### config.mk
export PLATFORM = sky130hd
export DESIGN_NAME = lcd_bus_decoder
export DESIGN_NICKNAME = d
export VERILOG_FILES = /design/src/rtl/lcd_bus_decoder.sv
export SDC_FILE = /design/constraint.sdc
export NUM_CORES = 1
export LEC_CHECK = 0
export CORE_UTILIZATION = 30
export DETAILED_ROUTE_END_ITERATION = 10
export GPL_TIMING_DRIVEN = 0
export HOLD_SLACK_MARGIN = 0.15
export PLACE_DENSITY = 0.58
export SLEW_MARGIN = 20
export SYNTH_ARGS = -nofsm -noshare
export SYNTH_HDL_FRONTEND = slang
export SYNTH_SLANG_ARGS = --single-unit
### constraint.sdc
create_clock -name CLK_50MHZ -period 2.4 [get_ports CLK_50MHZ]
set_input_delay 0.24 -clock CLK_50MHZ [delete_from_list [all_inputs] [get_ports CLK_50MHZ]]
set_output_delay 0.24 -clock CLK_50MHZ [all_outputs]
set_load 0.1 [all_outputs]
### src/rtl/lcd_bus_decoder.sv
// Receive-side checker for a 4-bit character-LCD write bus: reassembles nibbles
// into bytes, follows the 3,3,3,2 power-on init and the DDRAM address, flags violations.
module lcd_bus_decoder #(
   parameter int MIN_E_HIGH = 12,
   parameter int ADDR_W     = 7
) (
   input  logic              CLK_50MHZ,
   input  logic              BTN_NORTH,
   input  logic [11:8]       SF_D,
   input  logic              LCD_E,
   input  logic              LCD_RS,
   input  logic              LCD_RW,
   output logic              byte_valid,
   output logic [7:0]        byte_data,
   output logic              byte_rs,
   output logic [ADDR_W-1:0] ddram_addr,
   output logic              init_done,
   output logic              timing_err,
   output logic              rw_err,
   output logic              seq_err
);

   localparam int CW = $clog2(MIN_E_HIGH + 1);
   localparam logic [CW-1:0] E_MIN = CW'(MIN_E_HIGH);

   typedef enum logic [2:0] {INIT0, INIT1, INIT2, INIT3, HI, LO} state_t;

   state_t          state_q;
   logic            e_r_q, e_q;
   logic [3:0]      d_r_q;
   logic            rs_r_q, rw_r_q;
   logic [3:0]      nib_q;
   logic            rs_q, rw_q;
   logic [CW-1:0]   e_cnt_q;
   logic [3:0]      up_q;
   logic            up_rs_q;
   logic            strobe;
   logic [7:0]      byte_d;

   assign strobe = e_q & ~e_r_q;
   assign byte_d = {up_q, nib_q};

   always_ff @(posedge CLK_50MHZ) begin
      if (BTN_NORTH) begin
         state_q    <= INIT0;
         e_r_q      <= 1'b0;
         e_q        <= 1'b0;
         d_r_q      <= '0;
         rs_r_q     <= 1'b0;
         rw_r_q     <= 1'b0;
         nib_q      <= '0;
         rs_q       <= 1'b0;
         rw_q       <= 1'b0;
         e_cnt_q    <= '0;
         up_q       <= '0;
         up_rs_q    <= 1'b0;
         byte_valid <= 1'b0;
         byte_data  <= '0;
         byte_rs    <= 1'b0;
         ddram_addr <= '0;
         init_done  <= 1'b0;
         timing_err <= 1'b0;
         rw_err     <= 1'b0;
         seq_err    <= 1'b0;
      end else begin
         e_r_q  <= LCD_E;
         d_r_q  <= SF_D;
         rs_r_q <= LCD_RS;
         rw_r_q <= LCD_RW;
         e_q    <= e_r_q;

         // Keep the bus values from the last high cycle of the strobe.
         if (e_r_q) begin
            nib_q <= d_r_q;
            rs_q  <= rs_r_q;
            rw_q  <= rw_r_q;
            if (e_cnt_q < E_MIN) e_cnt_q <= e_cnt_q + 1'b1;
         end else begin
            e_cnt_q <= '0;
         end

         byte_valid <= 1'b0;
         timing_err <= 1'b0;
         rw_err     <= 1'b0;
         seq_err    <= 1'b0;

         if (strobe) begin
            if (e_cnt_q < E_MIN) begin
               timing_err <= 1'b1;
            end else if (rw_q) begin
               rw_err <= 1'b1;
            end else begin
               case (state_q)
                  INIT0, INIT1, INIT2: begin
                     if (nib_q == 4'h3) begin
                        state_q <= state_t'(state_q + 3'd1);
                     end else begin
                        seq_err <= 1'b1;
                        state_q <= INIT0;
                     end
                  end
                  INIT3: begin
                     if (nib_q == 4'h2) begin
                        state_q   <= HI;
                        init_done <= 1'b1;
                     end else begin
                        seq_err <= 1'b1;
                        state_q <= (nib_q == 4'h3) ? INIT1 : INIT0;
                     end
                  end
                  HI: begin
                     up_q    <= nib_q;
                     up_rs_q <= rs_q;
                     state_q <= LO;
                  end
                  LO: begin
                     if (rs_q == up_rs_q) begin
                        byte_data  <= byte_d;
                        byte_rs    <= rs_q;
                        byte_valid <= 1'b1;
                        state_q    <= HI;
                        if (rs_q)
                           ddram_addr <= ddram_addr + 1'b1;
                        else if (byte_d == 8'h01 || byte_d == 8'h02 || byte_d == 8'h03)
                           ddram_addr <= '0;
                        else if (byte_d[7])
                           ddram_addr <= ADDR_W'(byte_d[6:0]);
                     end else begin
                        // RS mismatch: drop the pair, restart with this nibble as upper half.
                        seq_err <= 1'b1;
                        up_q    <= nib_q;
                        up_rs_q <= rs_q;
                     end
                  end
                  default: state_q <= INIT0;
               endcase
            end
         end
      end
   end

endmodule

==> metrics.txt, run 1 <==
drt initial violations 92; row count 30; slew at the pin closest to its max-slew limit 0.975 ns; Die Wd 85.6 µm; drt wl/cell 13.6 µm; CTS max path bufs 2; via count of the first global-routing pass 1665; post-synthesis cell area 0.00209 mm²; Final Instance Area 0.00258 mm²; leakage 0.943 nW; residual DRC count 0; Seq/Total Area, Yosys 44.9%; die area 0.00732 mm²; PnR Total Power 1.38 mW; crit share post-route 91.9%; Final min period 2.20 ns; setup TNS 0 ns; critical path type register to primary output; Reg power frac 57.9%; crit path cell chain clkdlybuf4s50_1; Max rail drop VDD 222 µV; core area 0.00676 mm²; outcome finished clean; Int Pwr 1.03 mW; CTS Sinks 47; DRT Pass-1 Iters 4; CTS Buf Count 5; H-tree Lvls 2; Initial Utilization 31.0%; WHS 0.471 ns; Remaining Overflow, GRT 0; Post-CTS Setup Bufs 0; CP endpoint kind primary output; Layout Skew 0.00856 ns; number of synthesized flops with an enable pin 0; first-pass GRT wire length 8.06 mm; P per Cell Area 535 mW/mm²; Final Hold Fails 0; Buf/Inv on CP 1; GRT Util Overall 13.9%; share of layout cells above drive strength 1 5.64%; Synth async-reset ratio 0%; Largest stage delay, worst path 1.18 ns; post-synth cell types 44; GP Congestion 0.773; average size of a mapped cell 9.15 µm²; crit-path leading delay family buffers and inverters; CP Data Arrival Time 1.96 ns; worst-skew pair later-pin latency 0.31 ns; Mapped Nets 245; Fillers 695; reg-to-reg slack, setup 0.25 ns; Final ANT Viol Nets 0; CP required 2.16 ns; Max Cap Violations 0; startpoint types register; slowest CP cell clkdlybuf4s50_1; vias per std cell 5.11; switching fraction of total power 25.4%; Antenna diodes 0; DP HPWL 3.31 mm; fin nets 281; Slew headroom 34.8%; Reg area 941 µm²; Max Transition Viols Final 0; #FFs+latches synth 47; placed cell area 0.00248 mm²; CTS root buffer clkbuf_8; Reg clk slew, reported paths 0.10 ns; initial antenna violation count 0; die height 85.6 µm; CTS tree yes; Comb power frac 4.9%; Hold WC Path Type input port to register; Area growth syn-to-layout 23.4%; Fmax 0.454 GHz; # port buffers 29; Final setup violation count 0; critical-path maximum fanout 8; Multi-input gate area 0.00108 mm²; RSZ-0062 raised after global routing no; Clock power frac 37.2%; Synth warnings 0; DR vias 1769; Total Wirelength 4.69 mm; NetSw 351 µW; Post-synth top flop dfxtp_1; Mapped Cells 229; Ports 30; pin count of the biggest net entering global routing 17
==> final cells by class <==
| cell class | instances | area share (%) |
|---|---|---|
| Multi-Input combinational cell | 163 | 41.8 |
| Sequential cell | 47 | 36.4 |
| Timing Repair Buffer | 29 | 11.2 |
| Tap cell | 80 | 3.87 |
| Clock buffer | 5 | 2.66 |
| Buffer | 10 | 1.84 |
| Inverter | 9 | 1.31 |
| Clock inverter | 3 | 0.871 |
==> cells in the mapped netlist, types with 2 or more instances <==
cell	count	area [µm²]
nor3_1	4	20.0
or4_1	3	22.5
o31ai_1	2	15.0
dfxtp_1	47	941
nand2b_1	3	18.8
ha_1	7	87.6
a21oi_1	12	60.1
a221oi_1	2	17.5
nor3b_1	2	15.0
nand3_1	13	65.1
buf_2	2	10.0
and3_1	3	18.8
clkbuf_1	7	26.3
nand2_1	11	41.3
o21a_1	3	22.5
and4_1	2	17.5
nor2_1	26	97.6
a31oi_1	5	31.3
o311ai_0	2	17.5
o211ai_1	4	30.0
mux2i_1	15	150
nor2b_1	9	56.3
nor4_1	2	12.5
a311oi_1	3	26.3
o21ai_0	13	65.1
inv_1	9	33.8
==> power by group through the flow <==
stage,clock [mW],sequential (mW),combinational [mW]
2_1_floorplan,0,0.818,0.0405
3_5_place_dp,0,0.819,0.0682
5_1_grt,0.556,0.803,0.0771
4_1_cts,0.532,0.801,0.0684
6_report,0.514,0.801,0.0678
3_3_place_gp,0,0.818,0.0670
==> timing repair <==
action | CTS | global route
hold buffers | 0 | 0
endpoints found under the setup margin | 0 | 10
resized for setup | 0 | 1
hold endpoints to repair | 0 | 0
==> placed cells by master (no fill, tap or decap), types with 4 or more instances in the layout <==
cell,synthesis,final
o21ai_0,13,13
a31oi_1,5,5
dfxtp_1,47,47
inv_1,9,9
clkbuf_8,0,5
nor3_1,4,4
mux2i_1,15,15
ha_1,7,7
clkbuf_1,7,7
nor2b_1,9,9
clkdlybuf4s50_1,0,29
nand2_1,11,11
nor2_1,26,26
a21oi_1,12,12
nand3_1,13,13
o211ai_1,4,4
==> final timing paths <==
| path | from | end | cells past startpoint |
|---|---|---|---|
| setup reg to reg | state_q[1] | ddram_addr[3] | 7 |
| hold / removal | LCD_E | e_r_q | 2 |
| hold reg to reg | d_r_q[1] | nib_q[1] | 2 |
| setup / recovery | ddram_addr[3] | ddram_addr[3] | 1 |
==> sequential cells by signal, summed over array words and instances, names as in the netlist, 3 cells and up <==
name and flops:
byte_data 8, ddram_addr 7, up_q 4, d_r_q 4, nib_q 4, state_q 3, e_cnt_q 4
==> kinds of logic after synthesis <==
kind of cell / share of synthesized area [%]
adder cells (fa/ha/maj): 4.18
AO/OA/AOI/OAI: 17.0
AND/OR/NAND/NOR: 22.0
multiplexers: 7.17
XOR/XNOR: 0.836
buffers and inverters: 3.88
flip-flops: 44.9
==> layer usage <==
metal	GRT usage (%)	up-vias	wire (µm)
met3	2.98	7	174
li1	-	905	-
met5	0	-	0
met1	18.4	817	2360
met2	21.7	40	2070
met4	6.21	0	88
==> through the flow <==
stage | worst slack (ns) | cells | utilization [%]
2_1_floorplan | 0.329 | 229 | -
3_3_place_gp | 0.0703 | 338 | 36.8
3_5_place_dp | 0.0430 | 338 | 36.8
4_1_cts | 0.0190 | 346 | 38.1
5_1_grt | 0.132 | 346 | 38.3
6_report | 0.195 | 346 | 38.3
(Power assumes the default switching activity.)
==> run 2: changes to the inputs <==
REMOVE_ABC_BUFFERS = 1   (was not set)
==> metrics.txt, run 2 (same netlist as run 1, synthesis figures left out) <==
Final ANT Viol Nets 0 (unchanged); core area 0.00676 mm² (unchanged); Final Instance Area 0.00255 mm² (-1.3%); outcome finished clean; worst-skew pair later-pin latency 0.30 ns (about the same); critical-path maximum fanout 11 (+3); Final min period 2.24 ns (+0.0398 ns); GP Congestion 0.799 (+3.4%); Max Cap Violations 0 (unchanged); slew at the pin closest to its max-slew limit 0.974 ns (-0.000519 ns); die height 85.6 µm (unchanged); CP Data Arrival Time 2.46 ns (+0.50 ns); commonest non-fill, non-tap cells in the layout dfxtp_1, clkdlybuf4s50_1, nor2_1; Biggest register byte_data; crit path cell chain or4_1 -> o31ai_2 -> a31oi_1 -> a311oi_1; top flop regs byte_data (8), ddram_addr (7); Comb power frac 4.3% (-0.6 points); DP HPWL 3.00 mm (-9.5%); CTS Hold Bufs 0 (unchanged); Final Non-Filler Cells 337 (-2.6%); via count of the first global-routing pass 1563 (-6.1%); CTS max path bufs 2 (unchanged); critical path type register to register; pin count of the biggest net entering global routing 39 (+22); Multi-input gate area 0.00109 mm² (+0.81%); Post-CTS Setup Bufs 0 (unchanged); leakage 0.923 nW (-2.2%); placed cell area 0.00246 mm² (-1.1%); setup TNS 0 ns (unchanged); drt wl/cell 12.8 µm (-5.6%); dpl cells 329 (-2.7%); fin nets 272 (-3.2%); CP required 2.61 ns (+0.45 ns); Max rail drop VDD 284 µV (+28%); die area 0.00732 mm² (unchanged); Initial Utilization 31.0% (unchanged); Antenna diodes 0 (unchanged); DRT Pass-1 Iters 6 (+2); residual DRC count 0 (unchanged); max reg flops 8 (unchanged); share of layout cells above drive strength 1 6.23% (+0.59 points); WHS 0.467 ns (-0.00392 ns); vias per std cell 5.04 (-1.3%); dpl ws -0.0549 ns (-0.0979 ns); Reg clk slew, reported paths 0.09 ns (about the same); startpoint types register; final worst slack 0.156 ns (-0.0398 ns); drt initial violations 119 (+29%); CTS Buf Count 5 (unchanged); initial antenna violation count 0 (unchanged); GRT Util Overall 12.4% (-1.5 points); Layout Skew 0.00898 ns (+0.000421 ns); Largest stage delay, worst path 0.68 ns (-0.50 ns); CTS Sinks 47 (unchanged); switching fraction of total power 23.9% (-1.5 points); H-tree Lvls 2 (unchanged); P per Cell Area 529 mW/mm² (-1.2%); row count 30 (unchanged); Reg area 942 µm² (+0.13%); crit share post-route 93.5% (+1.7 points); Clock power frac 36.0% (-1.2 points); CP endpoint kind register; Reg power frac 59.7% (+1.8 points); CTS root buffer clkbuf_8; Remaining Overflow, GRT 0 (unchanged); Util after Layout 37.8% (-0.50 points); CTS tree yes; Fmax 0.446 GHz (-1.8%); commonest non-fill, non-tap cell in the layout dfxtp_1; Int Pwr 1.03 mW (-0.48%); Die Wd 85.6 µm (unchanged); # port buffers 29 (unchanged); RSZ-0062 raised after global routing no; Hold WC Path Type input port to register; slowest CP cell o31ai_2; Area growth syn-to-layout 21.8%; Max Transition Viols Final 0 (unchanged); Slew headroom 34.8% (about the same); NetSw 322 µW (-8.2%); DR vias 1700 (-3.9%); Ports 30 (unchanged); Fillers 711 (+2.3%); Final Hold Fails 0 (unchanged); Total Wirelength 4.31 mm (-8.1%); PnR Total Power 1.35 mW (-2.5%); Final setup violation count 0 (unchanged); first-pass GRT wire length 7.31 mm (-9.2%)
==> run 2: changes by cell type in the layout (fill, tap and decap cells not counted) <==
cell / previous run / this run
clkbuf_1: 7 / 1
buf_2: 2 / 1
clkdlybuf4s50_1: 29 / 28
clkinv_2: 1 / 0
clkinvlp_4: 0 / 1
dfxtp_1: 47 / 46
dfxtp_2: 0 / 1
inv_6: 2 / 1
o31ai_1: 2 / 1
o31ai_2: 0 / 1
or4_1: 3 / 2
or4_4: 0 / 1
==> run 2: layer usage <==
| layer | global-route usage [%] | share of wire [%] | wire (µm) |
|---|---|---|---|
| met5 | 0 | 0 | 0 |
| met4 | 3.18 | 0.56 | 24 |
| met3 | 2.89 | 2.9 | 123 |
| met2 | 20.3 | 45 | 1950 |
| met1 | 16.4 | 51 | 2220 |
==> run 2: layout make-up <==
type                            instances  share of cell area, %
Multi-Input combinational cell        163                   42.7
Sequential cell                        47                   36.9
Tap cell                               80                   3.92
Clock inverter                          2                  0.638
Clock buffer                            6                   2.84
Timing Repair Buffer                   30                   11.6
Inverter                                9                   1.32
==> run 2: path summary, 6_finish.rpt <==
path / end / cells past startpoint / startpoint / slack [ns]
max reg2reg: ddram_addr[5] / 4 / nib_q[3] / 0.16
min reg2reg: nib_q[0] / 2 / d_r_q[0] / 0.48
min: nib_q[2] / 2 / BTN_NORTH / 0.47
max: ddram_addr[5] / 4 / nib_q[3] / 0.16
==> run 2: worst max-delay path, delay by kind of cell, from the launching register on <==
kind | cells | cell delay (ns)
AOI/OAI and AO/OA | 3 | 1.13
DFF | 1 | 0.40
and+or+nand+nor | 1 | 0.63
==> run 2: power groups by stage <==
stage / Combinational [mW] / Sequential, mW / Clock, mW
detailed placement: 0.0586 / 0.823 / 0
finish: 0.0581 / 0.805 / 0.486
global route: 0.0642 / 0.807 / 0.525
global placement: 0.0579 / 0.823 / 0
floorplan: 0.0276 / 0.821 / 0
CTS: 0.0586 / 0.805 / 0.498
==> run 2: what timing repair did <==
| action | in CTS | in global routing |
|---|---|---|
| setup endpoints to repair | 1 | 1 |
| gates resized for setup | 1 | 1 |
| hold endpoints to repair | 0 | 0 |
==> run 3: changes to the inputs <==
RECOVER_POWER = 50   (was not set)
==> metrics.txt, run 3 (same netlist as run 1, synthesis figures left out) <==
CP Data Arrival Time 2.44 ns (-0.02 ns); CTS Buf Count 5 (unchanged); PnR Total Power 1.35 mW (-0.23%); Max Transition Viols Final 0 (unchanged); crit share post-route 93.0% (-0.50 points); DP HPWL 3.00 mm (unchanged); CP endpoint kind register; CTS root buffer clkbuf_8; commonest non-fill, non-tap cells in the layout dfxtp_1, nor2_1, clkdlybuf4s50_1; Remaining Overflow, GRT 0 (unchanged); residual DRC count 0 (unchanged); Int Pwr 1.03 mW (about the same); Antenna diodes 0 (unchanged); die height 85.6 µm (unchanged); slew at the pin closest to its max-slew limit 0.981 ns (+0.00700 ns); core area 0.00676 mm² (unchanged); Clock power frac 35.9% (about the same); Die Wd 85.6 µm (unchanged); worst-skew pair later-pin latency 0.30 ns (about the same); Max Cap Violations 0 (unchanged); CP required 2.61 ns (about the same); die area 0.00732 mm² (unchanged); RSZ-0062 raised after global routing no; Area growth syn-to-layout 21.8% (unchanged); Final setup violation count 0 (unchanged); critical-path maximum fanout 11 (unchanged); top flop regs byte_data (8), ddram_addr (7); Final min period 2.23 ns (-0.0120 ns); drt initial violations 123 (+3.4%); Fmax 0.448 GHz (+0.54%); pin count of the biggest net entering global routing 39 (unchanged); Total Wirelength 4.29 mm (-0.49%); Final ANT Viol Nets 0 (unchanged); Multi-input gate area 0.00109 mm² (unchanged); Fillers 711 (unchanged); Initial Utilization 31.0% (unchanged); DR vias 1710 (+0.59%); row count 30 (unchanged); Biggest register byte_data; Max rail drop VDD 283 µV (-0.30%); switching fraction of total power 23.7% (-0.16 points); vias per std cell 5.07 (+0.59%); Reg power frac 59.8% (about the same); Comb power frac 4.3% (about the same); fin nets 272 (unchanged); Final Hold Fails 0 (unchanged); Slew headroom 34.4% (-0.48 points); NetSw 319 µW (-0.91%); max reg flops 8 (unchanged); Reg area 942 µm² (unchanged); DRT Pass-1 Iters 6 (unchanged); initial antenna violation count 0 (unchanged); share of layout cells above drive strength 1 6.23% (unchanged); CTS Sinks 47 (unchanged); GP Congestion 0.799 (unchanged); leakage 0.933 nW (+1.1%); CTS max path bufs 2 (unchanged); outcome finished clean; commonest non-fill, non-tap cell in the layout dfxtp_1; startpoint types register; CTS tree yes; Layout Skew 0.00764 ns (-0.00135 ns); P per Cell Area 527 mW/mm² (-0.23%); H-tree Lvls 2 (unchanged); Util after Layout 37.8% (unchanged); first-pass GRT wire length 7.31 mm (unchanged); CTS Hold Bufs 0 (unchanged); via count of the first global-routing pass 1563 (unchanged); Hold WC Path Type input port to register; GRT Util Overall 12.4% (unchanged); drt wl/cell 12.7 µm (-0.49%); Ports 30 (unchanged); critical path type register to register; Reg clk slew, reported paths 0.09 ns (about the same); WHS 0.468 ns (+0.00110 ns); # port buffers 29 (unchanged)
-- run 3: changes by cell type in the layout (fill, tap and decap cells not counted) --
cell,delta
clkdlybuf4s50_1,-3
dlygate4sd3_1,+3
-- run 3: power groups by stage --
stage                     Clock, mW  Sequential [mW]  Combinational [mW]
final                         0.483            0.805              0.0578
after global routing          0.525            0.807              0.0640
after CTS                     0.498            0.805              0.0586
after detailed placement          0            0.823              0.0586
after global placement            0            0.823              0.0579
after floorplan                   0            0.821              0.0276
-- run 3: worst paths after layout --
check,cells past startpoint,slack [ns],startpoint,end
setup / recovery,4,0.17,nib_q[3],ddram_addr[5]
setup reg to reg,4,0.17,nib_q[3],ddram_addr[5]
hold reg to reg,2,0.48,d_r_q[0],nib_q[0]
hold / removal,2,0.47,BTN_NORTH,nib_q[2]
-- run 3: routing by layer --
layer / global-route usage, % / wire length (µm)
met1: 16.4 / 2150
met2: 20.3 / 1940
met3: 2.89 / 178
met4: 3.18 / 24
met5: 0 / 0
-- run 3: critical path, cell delays in order, from the launching register on --
cell      delay, ns
dfxtp_1        0.40
or4_1          0.62
o31ai_2        0.67
a31oi_1        0.18
a311oi_1       0.27
-- run 3: through the flow --
stage / setup TNS, ns / cell area (µm²) / std cells / setup slack (ns)
2_1_floorplan: 0 / 2050 / 219 / 0.157
3_3_place_gp: -7.51 / 2440 / 328 / -0.582
3_5_place_dp: -0.0549 / 2460 / 329 / -0.0549
4_1_cts: 0 / 2550 / 337 / 0.0718
5_1_grt: 0 / 2550 / 337 / 0.0453
6_report: 0 / 2550 / 337 / 0.168
-- run 3: what timing repair did --
item / 4_1_cts / 5_1_grt
endpoints found under the setup margin: 1 / 1
endpoints found under the hold margin: 0 / 0
setup buffers: 0 / 0
resized for setup: 1 / 1
-- run 3: layout make-up --
type	count	share of cell area, %
multi-input cells	163	42.7
flip-flops and latches	47	36.9
repair buffers	30	11.6
well taps	80	3.92
clock buffers	6	2.84
inverters	9	1.32
clock inverters	2	0.638
